--- config.mk ---
export PLATFORM = sky130hd
export DESIGN_NAME = count_rate_meter
export DESIGN_NICKNAME = d
export VERILOG_FILES = /design/src/rtl/counter_pkg.sv /design/src/rtl/window_timer.sv /design/src/rtl/count_rate_meter.sv
export SDC_FILE = /design/constraint.sdc
export NUM_CORES = 1
export LEC_CHECK = 0
export CAP_MARGIN = 0
export CELL_PAD_IN_SITES_DETAIL_PLACEMENT = 1
export CELL_PAD_IN_SITES_GLOBAL_PLACEMENT = 2
export CORE_MARGIN = 2
export CORE_UTILIZATION = 32
export CTS_BUF_LIST = sky130_fd_sc_hd__clkbuf_4 sky130_fd_sc_hd__clkbuf_8
export CTS_CLUSTER_SIZE = 12
export DETAILED_ROUTE_END_ITERATION = 12
export GPL_ROUTABILITY_DRIVEN = 0
export PLACE_DENSITY = 0.79
export SETUP_SLACK_MARGIN = 0.3
export SYNTH_ARGS = -nofsm -noshare
export SYNTH_HDL_FRONTEND = slang
export SYNTH_SLANG_ARGS = --single-unit
--- constraint.sdc ---
create_clock -name clk -period 1.98 [get_ports clk]
set_input_delay 0.297 -clock clk [delete_from_list [all_inputs] [get_ports clk]]
set_output_delay 0.297 -clock clk [all_outputs]
set_load 0.05 [all_outputs]
--- src/rtl/counter_pkg.sv ---
// Shared types for the counter / rate-meter pair.
package counter_pkg;

  localparam int CNT_W = 16;

  typedef logic [CNT_W-1:0] cnt_t;

  typedef enum logic [1:0] {
    IDLE,
    PRIME,
    MEASURE
  } rate_state_t;

endpackage

--- src/rtl/window_timer.sv ---
// Periodic window timer: counts 0..WINDOW-1 while enabled, pulses tick on the
// last count, and parks at 0 whenever en is low.
module window_timer #(
  parameter int WINDOW = 256
) (
  input  logic clk,
  input  logic Reset,
  input  logic en,
  output logic tick
);

  localparam int TW = $clog2(WINDOW);
  localparam logic [TW-1:0] LAST = TW'(WINDOW - 1);

  logic [TW-1:0] timer;

  // Free-running window count, cleared while disabled.
  always_ff @(posedge clk or posedge Reset) begin
    if (Reset) begin
      timer <= '0;
    end else if (!en) begin
      timer <= '0;
    end else if (timer == LAST) begin
      timer <= '0;
    end else begin
      timer <= timer + TW'(1);
    end
  end

  assign tick = en && (timer == LAST);

endmodule

--- src/rtl/count_rate_meter.sv ---
// Count rate meter: samples count_in once per window and reports the
// modulo-2^CNT_W delta on a valid/ready port, with a sticky overrun flag.
// Optional peak tracker on rate_max when COUNT_RATE_MAX_EN is defined.
//
//   state   | meaning
//   IDLE    | measurement stopped, timer parked
//   PRIME   | first window running; its tick only captures prev
//   MEASURE | every tick produces a delta against prev
module count_rate_meter
  import counter_pkg::*;
#(
  parameter int WINDOW = 256
) (
  input  logic             clk,
  input  logic             Reset,
  input  logic [CNT_W-1:0] count_in,
  input  logic             meas_en,
  input  logic             rate_ready,
  input  logic             ovr_clr,
  output logic [CNT_W-1:0] rate_out,
  output logic             rate_valid,
  output logic             overrun
`ifdef COUNT_RATE_MAX_EN
  ,output logic [CNT_W-1:0] rate_max
`endif
);

  rate_state_t state, state_nxt;
  logic        tick;
  logic        do_prime;
  logic        do_meas;
  logic        accept;
  logic        lost;
  cnt_t        prev;
  cnt_t        delta;

  window_timer #(.WINDOW(WINDOW)) u_timer (
    .clk   (clk),
    .Reset (Reset),
    .en    (meas_en),
    .tick  (tick)
  );

  // State register.
  always_ff @(posedge clk or posedge Reset) begin
    if (Reset) state <= IDLE;
    else       state <= state_nxt;
  end

  // Next state and per-tick actions; dropping meas_en abandons the window.
  always_comb begin
    state_nxt = state;
    do_prime  = 1'b0;
    do_meas   = 1'b0;
    if (!meas_en) begin
      state_nxt = IDLE;
    end else begin
      case (state)
        IDLE:    state_nxt = PRIME;
        PRIME:   if (tick) begin
                   do_prime  = 1'b1;
                   state_nxt = MEASURE;
                 end
        MEASURE: if (tick) do_meas = 1'b1;
        default: state_nxt = IDLE;
      endcase
    end
  end

  assign delta  = count_in - prev;
  assign accept = rate_valid && rate_ready;
  assign lost   = do_meas && rate_valid && !rate_ready;

  // Sample register advances on every tick, even when the result is dropped.
  always_ff @(posedge clk or posedge Reset) begin
    if (Reset)                  prev <= '0;
    else if (do_prime || do_meas) prev <= count_in;
  end

  // Result holding register; a new result may replace one being accepted.
  always_ff @(posedge clk or posedge Reset) begin
    if (Reset) begin
      rate_out   <= '0;
      rate_valid <= 1'b0;
    end else if (do_meas && !lost) begin
      rate_out   <= delta;
      rate_valid <= 1'b1;
    end else if (accept) begin
      rate_valid <= 1'b0;
    end
  end

  // Sticky overrun; a new loss beats a simultaneous clear.
  always_ff @(posedge clk or posedge Reset) begin
    if (Reset)        overrun <= 1'b0;
    else if (lost)    overrun <= 1'b1;
    else if (ovr_clr) overrun <= 1'b0;
  end

`ifdef COUNT_RATE_MAX_EN
  cnt_t max_base;
  assign max_base = ovr_clr ? '0 : rate_max;

  // Peak delta over all produced results, dropped ones included.
  always_ff @(posedge clk or posedge Reset) begin
    if (Reset)        rate_max <= '0;
    else if (do_meas) rate_max <= (delta > max_base) ? delta : max_base;
    else if (ovr_clr) rate_max <= '0;
  end
`else
  // No peak tracker in this build.
`endif

endmodule

==> load_flow_metrics.sql, run 1 <==
INSERT INTO impl_metrics (metric_group, metric, value, unit) VALUES
('outcome', 'status', 'complete, but fails checks', ''),
('outcome', 'violations', 'negative setup slack', ''),
('setup_path', 'crit_path_max_incr_delay', '420', 'ps'),
('worst_hold_path', 'hold_class', 'input port to asynchronous set/reset pin', ''),
('die', 'fp.dieH', '93.2', 'um'),
('setup_path', 'critical_path_buf_inv_count', '1', ''),
('layout', 'final_core_util', '0.510', ''),
('yosys', 'synth.distinct_cells', '43', ''),
('setup_path', 'worst_setup_path_startpoint', 'prev[0]$_DFFE_PP0P_', ''),
('run', 'drv_cap', '0', ''),
('yosys', 'synth_area', '2550', 'um^2'),
('cts', 'clock_latency_late_sink', '300', 'ps'),
('setup_path', 'critical_path.reg2reg.startpoint', 'prev[0]$_DFFE_PP0P_', ''),
('yosys', 'ys_dominant_reg_cell', 'dfrtp_1', ''),
('setup_path', 'critical_path.startpoint_type', 'flip-flop', ''),
('layout', 'syn_to_final_growth', '54.7', '%'),
('layout', 'multi_input_logic_area', '1630', 'um^2'),
('route', 'first_iter_violations', '35', ''),
('place', 'port_buffers', '38', ''),
('sta', 'slew_violations', '0', ''),
('grt', 'grt_pass1_vias', '2509', ''),
('grt', 'grt_max_degree', '27', ''),
('sta', 'finalClockSkew', '7.09', 'ps'),
('sta', 'max_freq', '488', 'MHz'),
('setup_path', 'crit_family', 'compound AO/OA/AOI/OAI gates', ''),
('setup_path', 'timing.critical_path.to_type', 'flip-flop', ''),
('grt', 'antenna_found_initial', '0', ''),
('sta', 'setup_viol_count_final', '5', ''),
('route', 'route.final.wire_length', '7070', 'um'),
('cts', 'cts_buffers', '5', ''),
('sta', 'timing_hold_violations_final', '0', ''),
('yosys', 'asyncSetResetFlopFracSynth', '1.00', ''),
('cts', 'clkSinkCount', '44', ''),
('yosys', 'postSynthNetCount', '297', ''),
('power', 'power.leakage', '1.88', 'nW'),
('layout', 'design_area', '3940', 'um^2'),
('route', 'detail_route.vias_per_cell', '4.88', ''),
('route', 'detailroute.via_count', '2233', ''),
('route', 'wl_per_cell', '15.4', 'um'),
('sta', 'grt_setup_unrepaired', 'true', ''),
('die', 'floorplan.io_pins', '39', ''),
('sta', 'slew_headroom', '0.673', ''),
('power', 'vdd_ir_drop_max', '319', 'uV'),
('grt', 'track_usage', '0.170', ''),
('yosys', 'yosysTopAreaCellShare', '0.432', ''),
('sta', 'worst_pin_slew', '492', 'ps'),
('cts', 'cts_max_path_bufs', '2', ''),
('yosys', 'yosys_warnings', '0', ''),
('yosys', 'synth_seq_area_share', '0.432', ''),
('setup_path', 'cp_data_required_time', '2170', 'ps'),
('yosys', 'avg_synthesized_cell_area', '9.84', 'um^2'),
('grt', 'grt_first_pass_wirelength', '11700', 'um'),
('layout', 'fillCellCount', '832', ''),
('die', 'die_width', '93.2', 'um'),
('yosys', 'netlist_instances', '259', ''),
('sta', 'postLayoutSetupSlackWorst', '-68.0', 'ps'),
('setup_path', 'critical_path_arrival', '2230', 'ps'),
('route', 'drt_pre_antenna_iters', '4', ''),
('setup_path', 'path_max_fanout', '3', ''),
('layout', 'layout-drive-gt1-share', '0.346', ''),
('sta', 'post-route-period-util', '1.03', ''),
('setup_path', 'slowest_stage', 'dfrtp_1', ''),
('power', 'power_density', '566', 'nW/um^2'),
('die', 'rows', '32', ''),
('yosys', 'synth_seq_cells', '44', ''),
('die', 'initial_utilization', '0.330', ''),
('yosys', 'synth_area_leaders', 'dfrtp_1, ha_1, mux2_2', ''),
('layout', 'layout.area.seq', '1100', 'um^2'),
('cts', 'cts.htree.levels', '2', ''),
('grt', 'grt_remaining_overflow', '0', ''),
('cts', 'cts-root-buf', 'clkbuf_8', ''),
('sta', 'period_needed', '2050', 'ps'),
('setup_path', 'critical_path_class', 'flip-flop to flip-flop', ''),
('cts', 'cts_tree', 'built', ''),
('route', 'ant_nets', '0', ''),
('route', 'detail_route.drc_violations', '0', ''),
('place', 'dpl-instance-area', '3420', 'um^2'),
('yosys', 'yosys.area.top_type', 'dfrtp_1', ''),
('die', 'die_area', '8690', 'um^2'),
('layout', 'antenna_cells', '0', ''),
('yosys', 'synth_enable_flop_cells', '0', ''),
('place', 'detailed_place_hpwl', '4670', 'um'),
('cts', 'path_clk_slew', '90', 'ps'),
('layout', 'final_net_count', '393', ''),
('die', 'placeableCoreArea', '7730', 'um^2'),
('setup_path', 'crit_path_cell_trace', 'ha_4, buf_6, nor2b_4, o2111ai_2, a21o_1, a211o_1, nor4b_4, or3_1', '');
sequential cells by signal, summed over array words and instances, names as in the netlist:
register	cells
prev	16
rate_out	16
u_timer.timer	8
state	2
overrun	1
rate_valid	1
per-layer routing:
metal  up-vias  share of wire  GRT usage
met5         -              0          0
met4         0         0.0065     0.0306
met3         4          0.021     0.0363
met2        24           0.54      0.316
met1      1113           0.44      0.203
li1       1092              -          -
logic make-up after synthesis:
kind of cell    Yosys count  share of synthesized area
buf+inv                  27                     0.0403
simple gates             80                      0.174
compound gates           60                      0.146
xor+xnor                 15                     0.0515
mux                      16                     0.0702
fa+ha+maj                17                     0.0864
flops                    44                      0.432
synth_stat cells, types with 5 or more instances:
library cell / count
inv_1: 22
ha_1: 16
nand2_1: 33
xor2_1: 8
a21oi_1: 12
o21ai_0: 23
dfrtp_1: 44
xnor2_1: 7
o21a_1: 5
nor2_1: 12
mux2_2: 14
nand3_1: 9
cell usage in the layout (no fill, tap or decap), drive strengths merged, types with 2 or more instances in the layout:
master / instances
ha: 16
bufinv: 3
a211oi: 2
nand2: 33
and2: 3
inv: 22
nand2b: 3
buf: 56
clkdlybuf4s50: 13
xor2: 8
a21o: 4
nor2b: 4
and3: 2
a31oi: 3
mux2: 15
nand3: 11
xnor2: 7
nor3b: 3
o21a: 5
o21ai: 23
o31ai: 3
a21oi: 12
dlygate4sd2: 25
o2111ai: 2
or3: 2
dfrtp: 44
nand4: 3
nor2: 13
clkbuf: 5
power breakdown:
part	switching [W]	internal, W
clock network	0.000329	0.000631
registers	0.00000847	0.000904
logic	0.000168	0.000189
total	0.000506	0.00172
path summary, 6_finish.rpt:
path,to,slack (ps),depth (start not counted)
max in group asynchronous,rate_valid$_DFFE_PP0P_,1270,3
max reg2reg,rate_out[15]$_DFFE_PP0P_,-70,8
min,u_timer.timer[0]$_DFF_PP0_,230,2
min reg2reg,rate_out[3]$_DFFE_PP0P_,480,2
min in group clk,prev[10]$_DFFE_PP0P_,450,2
max,rate_out[15]$_DFFE_PP0P_,-70,8
worst register-to-register path: cells and delay by family (launching register included):
| kind | cells | cell delay, ps |
|---|---|---|
| adders and majority gates | 1 | 180 |
| DFF | 1 | 420 |
| buffers and inverters | 1 | 110 |
| and+or+nand+nor | 3 | 550 |
| AOI/OAI and AO/OA | 3 | 670 |
timing repair:
item	in CTS	in global routing
pin swaps	16	15
setup endpoints to repair	46	29
gates resized for setup	55	26
buffers inserted	9	5
hold buffers	0	0
metrics by stage:
stage | std cells | total power, W | setup slack, ps | hold WS, ps | setup TNS [ps]
5_1_grt | 458 | 0.00232 | -158 | 250 | -764
3_3_place_gp | 436 | 0.00121 | -486 | 459 | -3660
6_report | 458 | 0.00223 | -68.0 | 227 | -209
3_5_place_dp | 436 | 0.00122 | -552 | 469 | -4120
2_1_floorplan | 259 | 0.00107 | 61.9 | 396 | 0
4_1_cts | 453 | 0.00222 | -64.5 | 235 | -160
area by class of cell:
| cell class | count | share of cell area |
|---|---|---|
| clock buffers | 5 | 0.0175 |
| clock inverters | 3 | 0.0228 |
| inverters | 22 | 0.0209 |
| multi-input cells | 188 | 0.413 |
| flip-flops and latches | 44 | 0.280 |
| well taps | 102 | 0.0324 |
| repair buffers | 94 | 0.214 |
Power figures use the tool's default switching activity.
==> run 2, diff against run 1 <==
- TNS_END_PERCENT: default -> 1
==> run 2 against run 1 <==
Effect of this change:
- the flow still finishes with violations (negative setup slack)
- sequential share of layout area rose by 2.1 points
- power down 19%
- global-route usage fell by 1.8 points
- combinational power is 14% lower
==> load_flow_metrics.sql, run 2 (synthesized netlist as in run 1, its figures left out) <==
INSERT INTO impl_metrics (metric_group, metric, value, unit) VALUES
('outcome', 'status', 'complete, but fails checks', ''),
('outcome', 'violations', 'negative setup slack', ''),
('route', 'detailroute.via_count', '2177', ''),
('route', 'drt_pre_antenna_iters', '4', ''),
('place', 'port_buffers', '38', ''),
('grt', 'grt_first_pass_wirelength', '10600', 'um'),
('cts', 'cts-root-buf', 'clkbuf_8', ''),
('route', 'routed.top_layer', 'met4', ''),
('power', 'p_sw_frac', '0.257', ''),
('sta', 'worst_hold_slack', '338', 'ps'),
('run', 'drv_cap', '0', ''),
('setup_path', 'timing.critical_path.to_type', 'flip-flop', ''),
('layout', 'syn_to_final_growth', '43.9', '%'),
('layout', 'antenna_cells', '0', ''),
('route', 'detail_route.vias_per_cell', '4.85', ''),
('layout', 'top_regs', 'prev x16, rate_out x16, u_timer.timer x8', ''),
('cts', 'cts_buffers', '5', ''),
('power', 'power.leakage', '1.80', 'nW'),
('die', 'rows', '32', ''),
('layout', 'final_core_util', '0.475', ''),
('cts', 'cts.htree.levels', '2', ''),
('route', 'met1Wirelength', '2730', 'um'),
('sta', 'period_needed', '2200', 'ps'),
('cts', 'clock_latency_late_sink', '300', 'ps'),
('die', 'floorplan.io_pins', '39', ''),
('sta', 'setup_viol_count_final', '7', ''),
('setup_path', 'critical_path_arrival', '2370', 'ps'),
('die', 'die_area', '8690', 'um^2'),
('power', 'clkPwrFrac', '0.327', ''),
('power', 'power_density', '494', 'nW/um^2'),
('power', 'combPwrFrac', '0.170', ''),
('grt', 'grt_max_degree', '45', ''),
('setup_path', 'crit_path_max_incr_delay', '450', 'ps'),
('layout', 'final_net_count', '384', ''),
('power', 'power_frac_seq', '0.504', ''),
('die', 'initial_utilization', '0.330', ''),
('setup_path', 'crit_path_cell_trace', 'clkdlybuf4s50_1, inv_1, ha_2, buf_4, nor2b_4, o2111ai_2, a21o_1, a211o_1, nor4b_1, or3_1', ''),
('cts', 'cts_max_path_bufs', '2', ''),
('power', 'vdd_ir_drop_max', '268', 'uV'),
('setup_path', 'slowest_stage', 'clkdlybuf4s50_1', ''),
('setup_path', 'cp_data_required_time', '2150', 'ps'),
('route', 'wl_met3', '167', 'um'),
('layout', 'layout-drive-gt1-share', '0.280', ''),
('die', 'placeableCoreArea', '7730', 'um^2'),
('sta', 'worst_pin_slew', '482', 'ps'),
('place', 'detailed_place_hpwl', '4750', 'um'),
('sta', 'timing_hold_violations_final', '0', ''),
('power', 'power.switching', '0.000467', 'W'),
('grt', 'antenna_found_initial', '0', ''),
('route', 'wl_met2', '3410', 'um'),
('route', 'route.final.wire_length', '6350', 'um'),
('grt', 'track_usage', '0.153', ''),
('sta', 'slew_headroom', '0.675', ''),
('route', 'ant_nets', '0', ''),
('setup_path', 'critical_path.startpoint_type', 'input port', ''),
('cts', 'ctsHoldBuffers', '0', ''),
('setup_path', 'critical_path_class', 'input port to flip-flop', ''),
('sta', 'post-route-period-util', '1.11', ''),
('layout', 'design_area', '3670', 'um^2'),
('cts', 'cts_tree', 'built', ''),
('sta', 'slew_violations', '0', ''),
('grt', 'grt_remaining_overflow', '0', ''),
('die', 'fp.dieH', '93.2', 'um'),
('grt', 'grt_pass1_vias', '2339', ''),
('cts', 'path_clk_slew', '90', 'ps'),
('route', 'wl_per_cell', '14.1', 'um'),
('route', 'first_iter_violations', '39', ''),
('power', 'power_report.internal_total', '0.00135', 'W'),
('layout', 'most-common-layout-cells', 'dfrtp_1, buf_4, nand2_1', ''),
('sta', 'finalClockSkew', '14.2', 'ps'),
('route', 'detail_route.drc_violations', '0', ''),
('cts', 'clkSinkCount', '44', ''),
('sta', 'max_freq', '455', 'MHz'),
('sta', 'postLayoutSetupSlackWorst', '-216', 'ps'),
('worst_hold_path', 'hold_class', 'input port to asynchronous set/reset pin', ''),
('die', 'die_width', '93.2', 'um'),
('sta', 'setup-tns-final', '-592', 'ps'),
('place', 'dpl-instance-area', '3400', 'um^2'),
('sta', 'grt_setup_unrepaired', 'true', ''),
('setup_path', 'path_max_fanout', '3', '');
[run 2: path summary, 6_finish.rpt]
| check | startpoint | to | slack [ps] | depth (start not counted) |
|---|---|---|---|---|
| setup / recovery | count_in[0] | rate_out[15]$_DFFE_PP0P_ | -220 | 10 |
| hold / removal | Reset | prev[2]$_DFFE_PP0P_ | 340 | 3 |
| setup reg to reg | prev[2]$_DFFE_PP0P_ | rate_out[15]$_DFFE_PP0P_ | -130 | 8 |
| hold reg to reg | rate_out[2]$_DFFE_PP0P_ | rate_out[2]$_DFFE_PP0P_ | 480 | 2 |
| max in group asynchronous | Reset | u_timer.timer[0]$_DFF_PP0_ | 1410 | 3 |
| min in group clk | count_in[2] | prev[2]$_DFFE_PP0P_ | 400 | 2 |
[run 2: worst max-delay path: cells and delay by family]
| family | cells | cell delay (ps) |
|---|---|---|
| buffers and inverters | 3 | 640 |
| AO/OA/AOI/OAI | 3 | 660 |
| adder cells (fa/ha/maj) | 1 | 190 |
| AND/OR/NAND/NOR | 3 | 580 |
[run 2: timing repair]
| item | CTS | global route |
|---|---|---|
| setup endpoints to repair | 48 | 26 |
| pin swaps | 5 | 7 |
| buffers inserted | 2 | 1 |
| gates resized for setup | 36 | 27 |
[run 2: stage by stage]
step | cells | power, W | worst slack, ps
after floorplan | 259 | 0.00107 | 59.9
after global placement | 438 | 0.00120 | -499
after detailed placement | 438 | 0.00121 | -548
after CTS | 448 | 0.00184 | -181
after global routing | 449 | 0.00192 | -261
final | 449 | 0.00181 | -216
[run 2: layout make-up]
type                       instances  area (um^2)
sequential                        44         1100
timing repair buffer              85          744
fill                             861         4060
clock inverter                     2         10.0
inverter                          22         82.6
multi-input combinational        188         1520
clock buffer                       6         82.6
tap                              102          128
[run 2: per-layer routing]
layer,vias up,global-route usage
met5,-,0
met4,0,0.0368
met3,4,0.0298
met2,30,0.288
met1,1069,0.175
li1,1074,-
[run 2: power groups by stage]
stage                     Clock [W]  Sequential, W  Combinational [W]
after floorplan                   0       0.000927           0.000139
after global placement            0       0.000928           0.000277
after detailed placement          0       0.000928           0.000283
after CTS                  0.000625       0.000912           0.000298
after global routing       0.000659       0.000915           0.000343
final                      0.000592       0.000913           0.000308
==> RTL edit, RTL diff (settings of run 1) <==
`WINDOW` is set to 256 in 2 places; all go to 128.
--- a/src/rtl/window_timer.sv
+++ b/src/rtl/window_timer.sv
@@ -1,7 +1,7 @@
 // Periodic window timer: counts 0..WINDOW-1 while enabled, pulses tick on the
 // last count, and parks at 0 whenever en is low.
 module window_timer #(
-  parameter int WINDOW = 256
+  parameter int WINDOW = 128
 ) (
   input  logic clk,
   input  logic Reset,
--- a/src/rtl/count_rate_meter.sv
+++ b/src/rtl/count_rate_meter.sv
@@ -9,7 +9,7 @@
 module count_rate_meter
   import counter_pkg::*;
 #(
-  parameter int WINDOW = 256
+  parameter int WINDOW = 128
 ) (
   input  logic             clk,
   input  logic             Reset,
Function: same outputs for any inputs over 10 cycles, from zero or initial values and one cycle with Reset high; that may be too few to reach the edited logic, so the function may still have changed.
==> RTL edit against run 1 <==
  * Clock skew increased by 0.85 ps
  * Via count is 2.3% higher
  * Design area shrank 1.6%
  * Power is 6.9% lower
  * Wire length rose by 0.40%
  * Area after synthesis is 1.4% higher
  * Worst setup slack better by 220 ps
  * Sequential cell count is 1 lower
  * Die area up 1.4%
  * Largest power group is now sequential cells
==> RTL edit: results (changes against run 1) <==
| Metric | Value |
|---|---|
| Status | `finished, final reports clean` |
| Largest net degree at the start of global routing | `44 (+63%)` |
| P per Cell Area | `535 mW/mm² (-5.3%)` |
| Number of buffers added on ports | `38 (unchanged)` |
| Worst Hold Class | `input pin to flip-flop` |
| Clock skew | `7.94 ps (+0.849 ps)` |
| Hold WS | `313 ps (+85.8 ps)` |
| GRT Util Overall | `16.1% (-0.95 points)` |
| Syn nets | `299 (+0.67%)` |
| Hold Crit Start | `count_in[8]` |
| DP HPWL | `4950 µm (+5.9%)` |
| Rel. slew slack | `66.7% (-0.64 points)` |
| CP top delay family | `adder cells` |
| Unique masters post-synth | `54 (+26%)` |
| Post-CTS setup buffer count | `5 (-4)` |
| CP Max Fanout | `5 (+2)` |
| Drt first-iter violations | `39 (+11%)` |
| VDD IR max | `0.241 mV (-24%)` |
| CP Data Arrival Time | `2010 ps (-220 ps)` |
| Worst reg-to-reg setup slack | `150 ps (+220 ps)` |
| First-pass GRT wire length | `11100 µm (-5.3%)` |
| Post-route setup TNS | `0 ps (+209 ps)` |
| Commonest cells post-synth | `dfrtp_1 (43), nand2_1 (27), inv_1 (24), ha_1 (16), o21ai_0 (16)` |
| FF-to-FF End | `rate_out[6]` |
| Ratio of cells with drive above 1 in the final layout | `34.2% (-0.36 points)` |
| Placed Area | `0.00345 mm² (+0.99%)` |
| Nets | `385 (-2.0%)` |
| WL final | `7100 µm (+0.40%)` |
| Via Count | `2284 (+2.3%)` |
| Post-synthesis sequential area ratio | `41.6% (-1.6 points)` |
| Post-cts sizing count | `32 (-42%)` |
| Top cells by area, synth | `dfrtp_1 (42%), ha_1 (7.7%), nand2_1 (3.9%), inv_1 (3.5%), mux2_2 (3.5%)` |
| Top Registers | `prev x16, rate_out x16, u_timer.timer x7` |
| Leak | `1.85 nW (-1.6%)` |
[RTL edit: stage by stage]
stage | instances | util (%) | setup WS [ps]
2_1_floorplan | 261 | - | 247
3_3_place_gp | 431 | 44.4 | -279
3_5_place_dp | 431 | 44.4 | -287
4_1_cts | 444 | 46.8 | 76.3
5_1_grt | 450 | 49.9 | 24.2
6_report | 450 | 49.9 | 148
[RTL edit: where the power goes]
part           internal (mW)  switching [mW]  leakage (nW)
combinational          0.179           0.168          1.19
sequential             0.883         0.00791         0.596
clock                  0.503           0.335        0.0644
total                   1.57           0.511          1.85
[RTL edit: kinds of logic after synthesis]
group,share of synthesized area (%)
XOR/XNOR,3.73
AO/OA/AOI/OAI,17.6
multiplexers,6.49
flip-flops,41.6
buffers and inverters,5.13
AND/OR/NAND/NOR,16.9
adder cells (fa/ha/maj),8.52
[RTL edit: layout make-up]
type,instances,area (µm²)
multi-input combinational,186,1660
clock buffer,5,68.8
inverter,24,90.1
timing repair buffer,87,787
tap,102,128
sequential,43,1080
fill,851,3890
clock inverter,3,67.6
[RTL edit: routing by layer]
layer  track usage [%]  share of wire, %
met4              5.68               1.8
met2              28.0                53
met1              20.1                42
met3              2.65               3.2
met5                 0                 0
[RTL edit: worst max path at each step]
stage,startpoint,to,slack (ps),depth (start not counted)
floorplan,prev[11],rate_out[14],250,7
global placement,count_in[10],rate_out[15],-280,8
detailed placement,count_in[12],rate_out[14],-290,7
CTS,count_in[10],rate_out[15],80,8
global route,prev[0],rate_out[12],20,7
finish,prev[0],rate_out[6],150,8
